$ cat src/rtl/core101_pkg.sv
// Shared encodings for the core101 control path: opcodes, FSM states,
// instruction classes and PC mux select codes.
package core101_pkg;

    localparam logic [6:0] OPC_LOAD   = 7'b0000011;
    localparam logic [6:0] OPC_STORE  = 7'b0100011;
    localparam logic [6:0] OPC_OPIMM  = 7'b0010011;
    localparam logic [6:0] OPC_OP     = 7'b0110011;
    localparam logic [6:0] OPC_LUI    = 7'b0110111;
    localparam logic [6:0] OPC_AUIPC  = 7'b0010111;
    localparam logic [6:0] OPC_JAL    = 7'b1101111;
    localparam logic [6:0] OPC_JALR   = 7'b1100111;
    localparam logic [6:0] OPC_BRANCH = 7'b1100011;

    localparam logic [1:0] PC_SEL_PLUS4  = 2'b00;
    localparam logic [1:0] PC_SEL_OFFSET = 2'b01;
    localparam logic [1:0] PC_SEL_NEW    = 2'b10;

    typedef enum logic [2:0] {
        ST_FETCH     = 3'd0,
        ST_DECODE    = 3'd1,
        ST_EXECUTE   = 3'd2,
        ST_MEMORY    = 3'd3,
        ST_WRITEBACK = 3'd4,
        ST_HALT      = 3'd5
    } state_e;

    typedef enum logic [3:0] {
        CLS_NONE   = 4'd0,
        CLS_LOAD   = 4'd1,
        CLS_STORE  = 4'd2,
        CLS_OPIMM  = 4'd3,
        CLS_OP     = 4'd4,
        CLS_LUI    = 4'd5,
        CLS_AUIPC  = 4'd6,
        CLS_JAL    = 4'd7,
        CLS_JALR   = 4'd8,
        CLS_BRANCH = 4'd9
    } class_e;

    // Classes whose second ALU operand comes from the immediate generator.
    function automatic logic class_uses_imm(input class_e cls);
        case (cls)
            CLS_OPIMM, CLS_LOAD, CLS_STORE,
            CLS_LUI, CLS_AUIPC, CLS_JALR: return 1'b1;
            default:                      return 1'b0;
        endcase
    endfunction

endpackage

$ cat src/rtl/opcode_decoder.sv
// Combinational opcode classifier: instruction class, immediate operand
// select and illegal-opcode flag.
module opcode_decoder
    import core101_pkg::*;
(
    input  logic [6:0] opcode_i,
    output class_e     op_class_o,
    output logic       imm_sel_o,
    output logic       illegal_o
);

    // Map the raw opcode onto a class; anything unlisted is illegal.
    always_comb begin
        op_class_o = CLS_NONE;
        illegal_o  = 1'b0;
        case (opcode_i)
            OPC_LOAD:   op_class_o = CLS_LOAD;
            OPC_STORE:  op_class_o = CLS_STORE;
            OPC_OPIMM:  op_class_o = CLS_OPIMM;
            OPC_OP:     op_class_o = CLS_OP;
            OPC_LUI:    op_class_o = CLS_LUI;
            OPC_AUIPC:  op_class_o = CLS_AUIPC;
            OPC_JAL:    op_class_o = CLS_JAL;
            OPC_JALR:   op_class_o = CLS_JALR;
            OPC_BRANCH: op_class_o = CLS_BRANCH;
            default:    illegal_o  = 1'b1;
        endcase
    end

    assign imm_sel_o = class_uses_imm(op_class_o);

endmodule

$ cat src/rtl/control_unit.sv
// Multi-cycle control FSM (FETCH/DECODE/EXECUTE/MEMORY/WRITEBACK/HALT) with
// memory-ready timeout. Define CONTROL_UNIT_RETIRE_CNT_EN for a retire counter.
module control_unit
    import core101_pkg::*;
#(
    parameter int unsigned TIMEOUT_CYCLES = 16
)
(
    input  logic        control_unit_clock_in,
    input  logic        control_unit_reset_in,
    input  logic [6:0]  control_unit_opcode_in,
    input  logic        control_unit_ins_mem_ready_in,
    input  logic        control_unit_data_mem_ready_in,
    input  logic        control_unit_branch_taken_in,
    output logic        control_unit_pc_set_out,
    output logic        control_unit_ir_set_out,
    output logic [1:0]  control_unit_pc_mux_sel_out,
    output logic        control_unit_imm_mux_sel_out,
    output logic        control_unit_ins_mem_req_out,
    output logic        control_unit_data_mem_req_out,
    output logic        control_unit_data_mem_we_out,
    output logic        control_unit_gpr_set_rd_out,
    output logic        control_unit_illegal_out,
    output logic        control_unit_fault_out,
    output logic [2:0]  control_unit_state_out
`ifdef CONTROL_UNIT_RETIRE_CNT_EN
    ,
    output logic [31:0] control_unit_retired_count_out
`endif
);

    localparam logic [7:0] TIMEOUT_LIMIT = 8'(TIMEOUT_CYCLES);

    state_e     state_q,   state_d;
    class_e     class_q,   class_d;
    logic [7:0] wait_q,    wait_d;
    logic       illegal_q, illegal_d;
    logic       fault_q,   fault_d;

    class_e     dec_class_s;
    logic       dec_imm_s;
    logic       dec_illegal_s;
    logic [7:0] wait_inc_s;
    logic       timeout_hit_s;

    logic       pc_set_s;
    logic       ir_set_s;
    logic [1:0] pc_sel_s;
    logic       imm_sel_s;
    logic       ins_req_s;
    logic       data_req_s;
    logic       data_we_s;
    logic       gpr_set_s;

    opcode_decoder u_opcode_decoder (
        .opcode_i   (control_unit_opcode_in),
        .op_class_o (dec_class_s),
        .imm_sel_o  (dec_imm_s),
        .illegal_o  (dec_illegal_s)
    );

    // A timeout fires on the wait cycle that would bring the count up to the limit,
    // unless ready shows up in that very cycle.
    assign wait_inc_s    = wait_q + 8'd1;
    assign timeout_hit_s = (wait_inc_s == TIMEOUT_LIMIT);

    // Next-state, wait counter and strobe generation.
    always_comb begin
        state_d    = state_q;
        class_d    = class_q;
        wait_d     = 8'd0;
        illegal_d  = illegal_q;
        fault_d    = fault_q;
        pc_set_s   = 1'b0;
        ir_set_s   = 1'b0;
        pc_sel_s   = PC_SEL_PLUS4;
        imm_sel_s  = 1'b0;
        ins_req_s  = 1'b0;
        data_req_s = 1'b0;
        data_we_s  = 1'b0;
        gpr_set_s  = 1'b0;
        case (state_q)
            ST_FETCH: begin
                ins_req_s = 1'b1;
                if (control_unit_ins_mem_ready_in) begin
                    ir_set_s = 1'b1;
                    state_d  = ST_DECODE;
                end else if (timeout_hit_s) begin
                    fault_d = 1'b1;
                    state_d = ST_HALT;
                end else begin
                    wait_d = wait_inc_s;
                end
            end
            ST_DECODE: begin
                imm_sel_s = dec_imm_s;
                class_d   = dec_class_s;
                if (dec_illegal_s) begin
                    illegal_d = 1'b1;
                    state_d   = ST_HALT;
                end else begin
                    state_d = ST_EXECUTE;
                end
            end
            ST_EXECUTE: begin
                imm_sel_s = class_uses_imm(class_q);
                if (class_q == CLS_BRANCH) begin
                    pc_set_s = 1'b1;
                    pc_sel_s = control_unit_branch_taken_in ? PC_SEL_OFFSET : PC_SEL_PLUS4;
                    state_d  = ST_FETCH;
                end else if ((class_q == CLS_LOAD) || (class_q == CLS_STORE)) begin
                    state_d = ST_MEMORY;
                end else begin
                    state_d = ST_WRITEBACK;
                end
            end
            ST_MEMORY: begin
                imm_sel_s  = class_uses_imm(class_q);
                data_req_s = 1'b1;
                data_we_s  = (class_q == CLS_STORE);
                if (control_unit_data_mem_ready_in) begin
                    if (class_q == CLS_STORE) begin
                        pc_set_s = 1'b1;
                        state_d  = ST_FETCH;
                    end else begin
                        state_d = ST_WRITEBACK;
                    end
                end else if (timeout_hit_s) begin
                    fault_d = 1'b1;
                    state_d = ST_HALT;
                end else begin
                    wait_d = wait_inc_s;
                end
            end
            ST_WRITEBACK: begin
                imm_sel_s = class_uses_imm(class_q);
                gpr_set_s = 1'b1;
                pc_set_s  = 1'b1;
                case (class_q)
                    CLS_JAL:  pc_sel_s = PC_SEL_OFFSET;
                    CLS_JALR: pc_sel_s = PC_SEL_NEW;
                    default:  pc_sel_s = PC_SEL_PLUS4;
                endcase
                state_d = ST_FETCH;
            end
            ST_HALT: begin
                state_d = ST_HALT;
            end
            default: begin
                state_d = ST_FETCH;
            end
        endcase
    end

    // State, class, wait counter and sticky error flags.
    always_ff @(posedge control_unit_clock_in) begin
        if (control_unit_reset_in) begin
            state_q   <= ST_FETCH;
            class_q   <= CLS_NONE;
            wait_q    <= 8'd0;
            illegal_q <= 1'b0;
            fault_q   <= 1'b0;
        end else begin
            state_q   <= state_d;
            class_q   <= class_d;
            wait_q    <= wait_d;
            illegal_q <= illegal_d;
            fault_q   <= fault_d;
        end
    end

    // Strobes are Mealy on the ready inputs; reset masks them so an aborted
    // instruction never commits in the reset cycle.
    assign control_unit_pc_set_out       = pc_set_s   & ~control_unit_reset_in;
    assign control_unit_ir_set_out       = ir_set_s   & ~control_unit_reset_in;
    assign control_unit_pc_mux_sel_out   = control_unit_reset_in ? PC_SEL_PLUS4 : pc_sel_s;
    assign control_unit_imm_mux_sel_out  = imm_sel_s  & ~control_unit_reset_in;
    assign control_unit_ins_mem_req_out  = ins_req_s  & ~control_unit_reset_in;
    assign control_unit_data_mem_req_out = data_req_s & ~control_unit_reset_in;
    assign control_unit_data_mem_we_out  = data_we_s  & ~control_unit_reset_in;
    assign control_unit_gpr_set_rd_out   = gpr_set_s  & ~control_unit_reset_in;
    assign control_unit_illegal_out      = illegal_q;
    assign control_unit_fault_out        = fault_q;
    assign control_unit_state_out        = state_q;

`ifdef CONTROL_UNIT_RETIRE_CNT_EN
    logic [31:0] retired_q;

    // Retired-instruction count, one per PC update, wrapping naturally.
    always_ff @(posedge control_unit_clock_in) begin
        if (control_unit_reset_in) begin
            retired_q <= 32'd0;
        end else if (pc_set_s) begin
            retired_q <= retired_q + 32'd1;
        end else begin
            retired_q <= retired_q;
        end
    end

    assign control_unit_retired_count_out = retired_q;
`endif

endmodule

$ cat config.mk
export PLATFORM = sky130hd
export DESIGN_NAME = control_unit
export DESIGN_NICKNAME = d
export VERILOG_FILES = /design/src/rtl/core101_pkg.sv /design/src/rtl/opcode_decoder.sv /design/src/rtl/control_unit.sv
export SDC_FILE = /design/constraint.sdc
export NUM_CORES = 1
export LEC_CHECK = 0
export ABC_AREA = 1
export BUFFER_PORTS_ARGS = -buffer_cell sky130_fd_sc_hd__buf_2
export CORE_MARGIN = 8
export CORE_UTILIZATION = 49
export CTS_CLUSTER_SIZE = 25
export DETAILED_ROUTE_END_ITERATION = 8
export HOLD_SLACK_MARGIN = 0.02
export PLACE_DENSITY = 0.7
export RECOVER_POWER = 100
export SLEW_MARGIN = 25
export SYNTH_ARGS = -nofsm -noshare
export SYNTH_HDL_FRONTEND = slang
export SYNTH_SLANG_ARGS = --single-unit
$ cat constraint.sdc
create_clock -name control_unit_clock_in -period 4 [get_ports control_unit_clock_in]
set_clock_uncertainty 0.15 [all_clocks]
set_input_delay 0.2 -clock control_unit_clock_in [delete_from_list [all_inputs] [get_ports control_unit_clock_in]]
set_output_delay 0.2 -clock control_unit_clock_in [all_outputs]
set_load 0.02 [all_outputs]
# --- Yosys cells after proc, flatten, opt, wreduce, memory -nomap -nowiden ---
# Index checks and enable logic that the tools add are counted.
word_totals:
  ff_bits: 17
  output_inout_bits: 14
  wordCells: 90
op_classes:
  addsub: 1
  eq_ne: 31
  n_mux: 35
  bitwise_logic: 9
  n_reduce_logical: 9
ops:
  columns: ["op", "n"]
  rows:
  - ["4-bit case mux with 9 select lines", 1]
  - ["8-bit 2-to-1 mux", 3]
  - ["7-bit by 6-bit == test with 1-bit output (second input constant)", 3]
  - ["7-bit == test (second input constant)", 3]
  - ["3-bit 2-to-1 mux", 7]
  - ["4-bit by 3-bit == test with 1-bit output (second input constant)", 5]
  - ["4-bit by 2-bit == test with 1-bit output (second input constant)", 4]
  - ["1-bit 2-to-1 mux", 16]
  - ["8-bit case mux with 2 select lines", 1]
  - ["3-bit case mux with 5 select lines", 1]
  - ["7-bit by 5-bit == test with 1-bit output (second input constant)", 2]
  - ["4-bit == test (second input constant)", 3]
  - ["6-bit OR reduction", 2]
  - ["9-bit OR reduction", 1]
  - ["8-bit by 1-bit adder with 8-bit output (second input constant)", 1]
  - ["4-bit by 1-bit == test with 1-bit output (second input constant)", 2]
  - ["8-bit by 5-bit == test with 1-bit output (second input constant)", 1]
  - ["2-bit case mux with 2 select lines", 2]
  - ["1-bit AND", 7]
  - ["7-bit by 2-bit == test with 1-bit output (second input constant)", 1]
  - ["3-bit by 2-bit == test with 1-bit output (second input constant)", 2]
  - ["3-bit == test (second input constant)", 2]
  - ["2-bit inequality test (second input constant)", 2]
  - ["1-bit case mux with 2 select lines", 2]
  - ["other kinds (10)", 11]

# --- Longest topological paths before layout ---
# Gate-level depths: netlist of the first run.
logic_depth:
  word_depth: 7
  mapped_depth: 10

# --- By module ---
# A second synthesis of the first run with hierarchy kept.
hier_totals:
  cells_unflattened: 205
  area_unflattened_um2: 1247.4
modules_own_cells:
  columns: ["mod", "n_inst", "cells_each", "area_per_inst_um2", "seq_area_each_um2"]
  rows:
  - ["control_unit", 1, 156, 1024.7, 340.3]
  - ["opcode_decoder", 1, 49, 222.7, 0.0]

# --- Worst setup path after synthesis of the first run ---
# No wires, ideal clock.
synth_timing:
  kind: "reg-to-output"
  startpoint: "register state_q[0] (netlist: control_unit_state_out[0])"
  endpoint: "output port control_unit_imm_mux_sel_out"
  t_arrival_ns: 1.361
  required_time_ns: 3.650
  setup_slack_ns: 2.289
  path_stages_with_launch: 7
  n_path_buf: 0
  cell_sequence: "dfxtp_1 inv_1 nor2_1 nand2_1 inv_1 o31ai_1 a21oi_1"
synth_via:
  elab_chain_cells: 4
  elab_cells_between_ends: 7
  classes_between: "4 x eq/ne; 1 x mux; 1 x bitwise; 1 x reduce/logical"
synth_lines:
  columns: ["item", "line", "source"]
  rows:
  - ["from (decl)", "control_unit.sv:34", "state_e state_q, state_d;"]
  - ["from (signal assigned)", "control_unit.sv:164", "state_q <= state_d;"]
  - ["3-bit == test / 3-bit by 2-bit == test with 1-bit output (equally long branches)", "control_unit.sv:82", "case (state_q)"]
  - ["3-bit OR reduction (no line)", null, null]
  - ["1-bit case mux with 2 select lines *", "control_unit.sv:82", null]
  - ["1-bit AND *", "control_unit.sv:177", "assign control_unit_imm_mux_sel_out = imm_sel_s & ~control_unit_reset_in;"]
  - ["to (decl)", "control_unit.sv:18", "output logic control_unit_imm_mux_sel_out,"]
# Every way passes the cells marked *; elsewhere a longest branch is shown, timed or not.

# --- Worst setup path in the final report of the first run ---
# Same ends and word-level chain as after synthesis.

==> results of run 1 <==
==> layer usage <==
| metal | GRT usage, % | part of all wire, % | routed length [um] |
|---|---|---|---|
| met1 | 14.6 | 44 | 1270 |
| met2 | 25.7 | 52 | 1510 |
| met3 | 2.38 | 2.6 | 75 |
| met4 | 5.18 | 1.6 | 48 |
| met5 | 0 | 0 | 0 |
==> worst max-delay path by stage <==
stage               slack, ns                                 start  depth (start not counted)                                   end
detailed placement       2.24                  wait_q[0]$_SDFF_PP0_                          9  control_unit_state_out[2]$_SDFF_PP0_
CTS                      2.05  control_unit_state_out[0]$_SDFF_PP0_                          7          control_unit_imm_mux_sel_out
global route             1.78  control_unit_state_out[2]$_SDFF_PP0_                          6               control_unit_pc_set_out
global placement         2.34                  wait_q[0]$_SDFF_PP0_                          9  control_unit_state_out[2]$_SDFF_PP0_
floorplan                2.29  control_unit_state_out[0]$_SDFF_PP0_                          6          control_unit_imm_mux_sel_out
finish                   1.97  control_unit_state_out[0]$_SDFF_PP0_                          7          control_unit_imm_mux_sel_out
==> cells in the mapped netlist, drive strengths merged <==
library cell	number
a211oi	1
buf	1
nand3b	1
dfxtp	17
nor3	3
o31ai	1
inv	33
ha	2
nand2	40
clkbuf	1
or2	3
o221ai	1
nor2	42
o21ai	8
nand3	17
o21bai	1
and3	1
a21oi	13
a31oi	3
nor4	2
o21a	1
nand4	6
==> layout make-up <==
| class | count | area [um2] | share of cell area (%) |
|---|---|---|---|
| Clock inverter | 1 | 5.00 | 0.375 |
| Timing Repair Buffer | 25 | 108 | 8.07 |
| Sequential cell | 17 | 340 | 25.5 |
| Inverter | 33 | 124 | 9.29 |
| Tap cell | 30 | 37.5 | 2.81 |
| Clock buffer | 3 | 22.5 | 1.69 |
| Multi-Input combinational cell | 146 | 697 | 52.3 |
==> sequential cells by signal, indices dropped and copies added, names as in the netlist <==
register,cells
control_unit_fault_out,1
class_q,4
control_unit_state_out,3
control_unit_illegal_out,1
wait_q,8
==> through the flow <==
stage | power (mW) | util (%) | setup slack [ns] | instance area [um2]
after floorplan | 0.327 | - | 2.29 | 1190
after global placement | 0.368 | 56.4 | 2.34 | 1350
after detailed placement | 0.372 | 56.4 | 2.24 | 1350
after CTS | 0.461 | 57.6 | 2.05 | 1380
after global routing | 0.490 | 55.9 | 1.78 | 1330
final | 0.454 | 55.9 | 1.97 | 1330
==> worst register-to-register path, stage by stage (launching register included) <==
cell      delay, ns
dfxtp_1        0.43
ha_1           0.24
nand3_1        0.12
o21bai_2       0.15
nand2_1        0.08
nor2_1         0.15
nand3_1        0.21
nor2_1         0.16
nor2_1         0.05
a21oi_1        0.11
==> power groups by stage <==
stage	combinational, mW	clock, mW	sequential [mW]
final	0.157	0.0899	0.207
after global placement	0.158	0	0.210
after CTS	0.161	0.0922	0.208
after floorplan	0.113	0	0.214
after global routing	0.179	0.101	0.210
after detailed placement	0.161	0	0.212
==> kinds of logic (layout without fill, tap and decap cells) <==
logic type | count (synthesis) | count (layout) | share of synthesized area, %
AOI/OAI and AO/OA | 29 | 29 | 14.3
and+or+nand+nor | 115 | 115 | 44.1
adders and majority gates | 2 | 2 | 2.10
DFF | 17 | 17 | 28.5
buffers and inverters | 35 | 62 | 11.0
==> out/metrics.cfg, run 1 <==
[run_status]
run_status = completed

[drt]
routed_wirelength_um = 2910
detail-route-antenna-nets = 0
wl_per_cell_um = 11.4
post-route-drc-count = 0
drtIter0Drc = 76
firstDrtPassIters = 4
routed_via_density = 5.29
vias = 1349

[die]
ios = 26
start_util_pct = 49.9
rows = 18
core_area_um2 = 2390
die_h_um = 65.3
die-area_um2 = 4270
die_x_um = 65.3

[critical_path]
critPathArrivalTime_ns = 1.68
path_max_fanout = 7
crit_path_end_kind = output pin
cp_cell_sequence = inv_1 -> nor2_1 -> nand2_1 -> inv_1 -> o31ai_1 -> a21oi_1 -> clkbuf_1
r2r-end = control_unit_state_out[2]$_SDFF_PP0_
max_stage_delay_ns = 0.40
regToRegSetupSlack_ns = 2.10
r2r_start = wait_q[0]$_SDFF_PP0_
cp.buffers_inverters = 3
critPathKind = flop to output pin
worst_path_max_delay_cell = dfxtp_1
crit_family = buffers and inverters
crit_top_cell = inv_1
reg2reg_depth = 9
critical_path_required_ns = 3.65
cp-start-kind = flop

[logic_synthesis]
avgSynthCellArea_um2 = 6.02
netlist_area_um2 = 1190
synth_top_area_share_pct = 28.5
synth_cell_types = 31
synthTopCellsByArea = dfxtp_1 29%, nor2_1 13%, nand2_1 12%, inv_1 9.4%, nand3_1 6.3%
ys_seq_area_share_pct = 28.5
yosys_warnings = 0
synth-seq-cells = 17
syn_nets = 212
netlist_instances = 198
synth_largest_area_cell = dfxtp_1

[cells_and_area]
final_cell_mix = 41 x nor2_1, 39 x nand2_1, 32 x inv_1
final_common_cell = nor2_1
final_cell_count_no_fill = 255
n_antenna_cell = 0
n_fill_cell = 263
nNetsFinal = 240
drive_gt1_share_pct = 9.33
syn_to_final_growth_pct = 11.9

[global_route]
grt_max_degree = 18
gr-total-overflow = 0
grt.total_usage_pct = 13.6
antenna_found_initial = 0
grt_pass1_wl_um = 4830
grt_pass1_vias = 1218

[clock_network]
cts_sinks = 17
numCtsBuffers = 3
cts.htree.levels = 1
postCtsSetupBuffers = 0
cts.reportedPaths.clkPinSlew_ns = 0.10
ctsHoldBuffers = 0
cts.repair.resized = 0
cts_tree = yes
clockRootBuffer = clkbuf_4
clockBufferDepth = 2
clock_latency_ns = 0.28

[power_and_ir_drop]
pwr-share-comb_pct = 34.5
cellPowerDensity_nw_per_um2 = 340
irDropWorstVdd_mv = 0.246
switchingPower_mw = 0.180
swShare_pct = 39.7
power.leakage_nw = 0.642
p_clk_share_pct = 19.8
intPower_mw = 0.274
seq_power_share_pct = 45.7

[timing]
rsz0062_at_grt = no
min_period_ns = 2.03
tightest_slew_ns = 0.317
setup_tns_ns = 0
drv_slew = 0
slew_headroom_pct = 78.7
whs_ns = 0.0961
hold_viol_final = 0
setup_viol = 0
period_share_pct = 50.6
max_freq_ghz = 0.494

[job]
maxCapViolations = 0

[worst_hold_path]
hold_end = control_unit_state_out[1]$_SDFF_PP0_
hold_class = input pin to flop
hold_start = control_unit_data_mem_ready_in
hold_depth = 4

[placement]
dp_cells = 251
portBuffers = 25
place.gp.congestion = 0.824
dp_hpwl_um = 2390

(Power assumes the default switching activity.)
==> inputs of run 2 (changes only) <==
Settings changed: ABC_AREA 1 to 0.
Clock period 4 ns to 2 ns, I/O delays scaled along.
==> run 2 against run 1 <==
Wire length rose by 22%. Hold slack got worse by 0.040 ns. Largest cell class unchanged. Non-clock buffer count rose by 17. Critical path depth fell by 1. Global-route usage rose by 2.4 points. Clock power rose by 110%. Highest routed layer unchanged. Utilization rose by 8.7 points. Die area rose by 3.2%. Setup slack got worse by 1.9 ns. Count of clock-buffer cells in the layout did not move. Via count rose by 0.15%. Combinational power rose by 69%. Critical path type is now flop to flop.
==> out/metrics.cfg, run 2 <==
[placement]
place.gp.congestion = 0.864  ; +4.8%
dp_hpwl_um = 2640  ; +11%
portBuffers = 25  ; unchanged
placed_area_um2 = 1460  ; +8.3%

[cells_and_area]
n_fill_cell = 232  ; -12%
final_common_cell = nor2_1
n_antenna_cell = 0  ; unchanged
multi_input_area_um2 = 885  ; +27%
syn_to_final_growth_pct = 26.5
top_register = wait_q
finalCoreUtilization_pct = 64.6  ; +8.7 points
finalInstanceArea_um2 = 1570  ; +18%
final_cell_mix = 26 x nor2_1, 17 x nand2_1, 17 x buf_2
largest_register_ffs = 8  ; unchanged
nNetsFinal = 219  ; -8.8%
regArea_um2 = 347  ; +1.8%
drive_gt1_share_pct = 25.0  ; +16 points

[global_route]
grt.total_usage_pct = 16.1  ; +2.4 points
gr-total-overflow = 0  ; unchanged
antenna_found_initial = 0  ; unchanged
grt_pass1_wl_um = 5690  ; +18%
grt_pass1_vias = 1304  ; +7.1%
grt_max_degree = 16  ; -2

[power_and_ir_drop]
irDropWorstVdd_mv = 0.413  ; +68%
power.total_mw = 0.833  ; +84%
power.leakage_nw = 0.615  ; -4.2%
cellPowerDensity_nw_per_um2 = 530  ; +56%

[logic_synthesis]
synthTopCellsByArea = dfxtp_1 27%, nor2_1 8.2%, nand2_1 5.4%, a21oi_1 4.0%, xnor2_1 2.8%
yosys_warnings = 0  ; unchanged
avgSynthCellArea_um2 = 7.53  ; +25%
async_flop_share_pct = 0  ; unchanged
synth_top_area_share_pct = 27.4  ; -1.1 points
synthFlopType = dfxtp_1
synth_edf_count = 0  ; unchanged
netlist_instances = 165  ; -17%
yosysMostFrequentCell = nor2_1
netlist_top_cells_count = 27 x nor2_1, 18 x nand2_1, 17 x dfxtp_1
synth-seq-cells = 17  ; unchanged
netlist_area_um2 = 1240  ; +4.2%
synth_cell_types = 52  ; +68%
synth_largest_area_cell = dfxtp_1
ys_seq_area_share_pct = 27.4  ; -1.1 points
syn_nets = 179  ; -16%

[clock_network]
cts_tree = yes
cts_sinks = 17  ; unchanged
cts.htree.levels = 1  ; unchanged
clock_latency_ns = 0.29  ; about the same
clockRootBuffer = clkbuf_4
cts.reportedPaths.clkPinSlew_ns = 0.11  ; about the same
clockBufferDepth = 2  ; unchanged
numCtsBuffers = 3  ; unchanged

[critical_path]
critPathKind = flop to flop
crit_path_end_kind = flop
worst_path_max_delay_cell = or3_4
critPathArrivalTime_ns = 2.02  ; +0.34 ns
path_max_fanout = 3  ; -4
critical_path_required_ns = 2.10  ; -1.55 ns
crit_family = simple AND/OR/NAND/NOR gates
cp_cell_sequence = ha_1 -> or3_4 -> a2111oi_4 -> o21ai_2 -> nor4_2 -> o21ba_1
cp-start-kind = flop
max_stage_delay_ns = 0.34  ; -0.06 ns
cp.buffers_inverters = 0  ; -3

[timing]
slew_headroom_pct = 71.5  ; -7.2 points
setup_tns_ns = 0  ; unchanged
hold_viol_final = 0  ; unchanged
period_share_pct = 96.2
setup_viol = 0  ; unchanged
max_freq_ghz = 0.520
tightest_slew_ns = 0.426  ; +0.109 ns
drv_slew = 0  ; unchanged
min_period_ns = 1.92

[die]
start_util_pct = 51.1  ; +1.1 points
die_h_um = 66.4  ; +1.6%
die_x_um = 66.4  ; +1.6%
core_area_um2 = 2430  ; +1.9%
ios = 26  ; unchanged
rows = 18  ; unchanged
die-area_um2 = 4400  ; +3.2%

[drt]
post-route-drc-count = 0  ; unchanged
routed_via_density = 5.77  ; +9.1%
detail-route-antenna-nets = 0  ; unchanged
routed_wirelength_um = 3550  ; +22%
wl_per_cell_um = 15.2  ; +33%
vias = 1351  ; +0.15%
firstDrtPassIters = 6  ; +2
drtIter0Drc = 55  ; -28%

[run_status]
run_status = completed

[worst_hold_path]
hold_class = input pin to flop

[job]
maxCapViolations = 0  ; unchanged

run 2: changes by cell type after synthesis, sizes merged, moves of 4 or more:
cell	before	now
nand3	17	6
inv	33	6
nor2	42	28
xnor2	0	4
nand2	40	18
nor3b	0	4
nor4	2	6
nand4	6	1
clkbuf	1	7
run 2: area by class of cell:
cell class	instances	area share [%]
tap	30	2.39
inverter	6	1.43
timing repair buffer	42	16.1
multi-input combinational	135	56.3
clock inverter	1	0.318
sequential	17	22.1
clock buffer	3	1.43
run 2: worst reg2reg max path: stages, from the launching register on:
cell and delay [ns]:
dfxtp_2 0.33, ha_1 0.20, or3_4 0.34, a2111oi_4 0.31, o21ai_2 0.14, nor4_2 0.27
o21ba_1 0.14
run 2: cell families (layout without fill, tap and decap cells):
group           after synthesis  in the layout  synth area share (%)
flops                        17             17                  27.4
mux                           1              1                 0.806
compound gates               37             37                  22.3
xor+xnor                      7              7                  4.93
simple gates                 88             88                  37.9
buf+inv                      13             52                  4.73
fa+ha+maj                     2              2                  2.01
run 2: timing repair:
action	CTS	global route
gates resized for setup	1	12
endpoints found under the setup margin	1	8
hold endpoints to repair	4	0
pin swaps	0	5
setup buffers	0	1
hold buffers	4	0
run 2: worst paths after layout:
kind	endpoint	from	slack (ns)	cells past startpoint
worst max-delay path	control_unit_state_out[2]$_SDFF_PP0_	wait_q[0]$_SDFF_PP0_	0.08	6
worst min-delay path	class_q[1]$_SDFFE_PP0N_	control_unit_opcode_in[3]	0.06	4
worst max register to register	control_unit_state_out[2]$_SDFF_PP0_	wait_q[0]$_SDFF_PP0_	0.08	6
worst min register to register	control_unit_fault_out$_SDFFE_PP0P_	control_unit_fault_out$_SDFFE_PP0P_	0.33	2
run 2: per-layer routing:
layer	global-route usage [%]	vias to the layer above	share of wire, %
li1	-	678	-
met1	17.8	631	42
met2	27.7	34	52
met3	3.90	8	3.9
met4	8.00	0	1.8
met5	0	-	0
run 2: metrics by stage:
| step | std cells | hold WS, ns | worst slack, ns |
|---|---|---|---|
| after floorplan | 165 | 0.0698 | 0.0131 |
| after global placement | 225 | 0.236 | 0.0877 |
| after detailed placement | 225 | 0.251 | 0.0363 |
| after CTS | 233 | 0.0313 | 0.00177 |
| after global routing | 234 | 0.0621 | -0.0111 |
| final | 234 | 0.0563 | 0.0753 |
run 2: power breakdown:
group	total (mW)	internal [mW]	switching [mW]	leakage, nW
registers	0.379	0.358	0.0218	0.140
logic	0.266	0.112	0.154	0.458
clock network	0.188	0.0744	0.114	0.0177
total	0.833	0.544	0.289	0.615
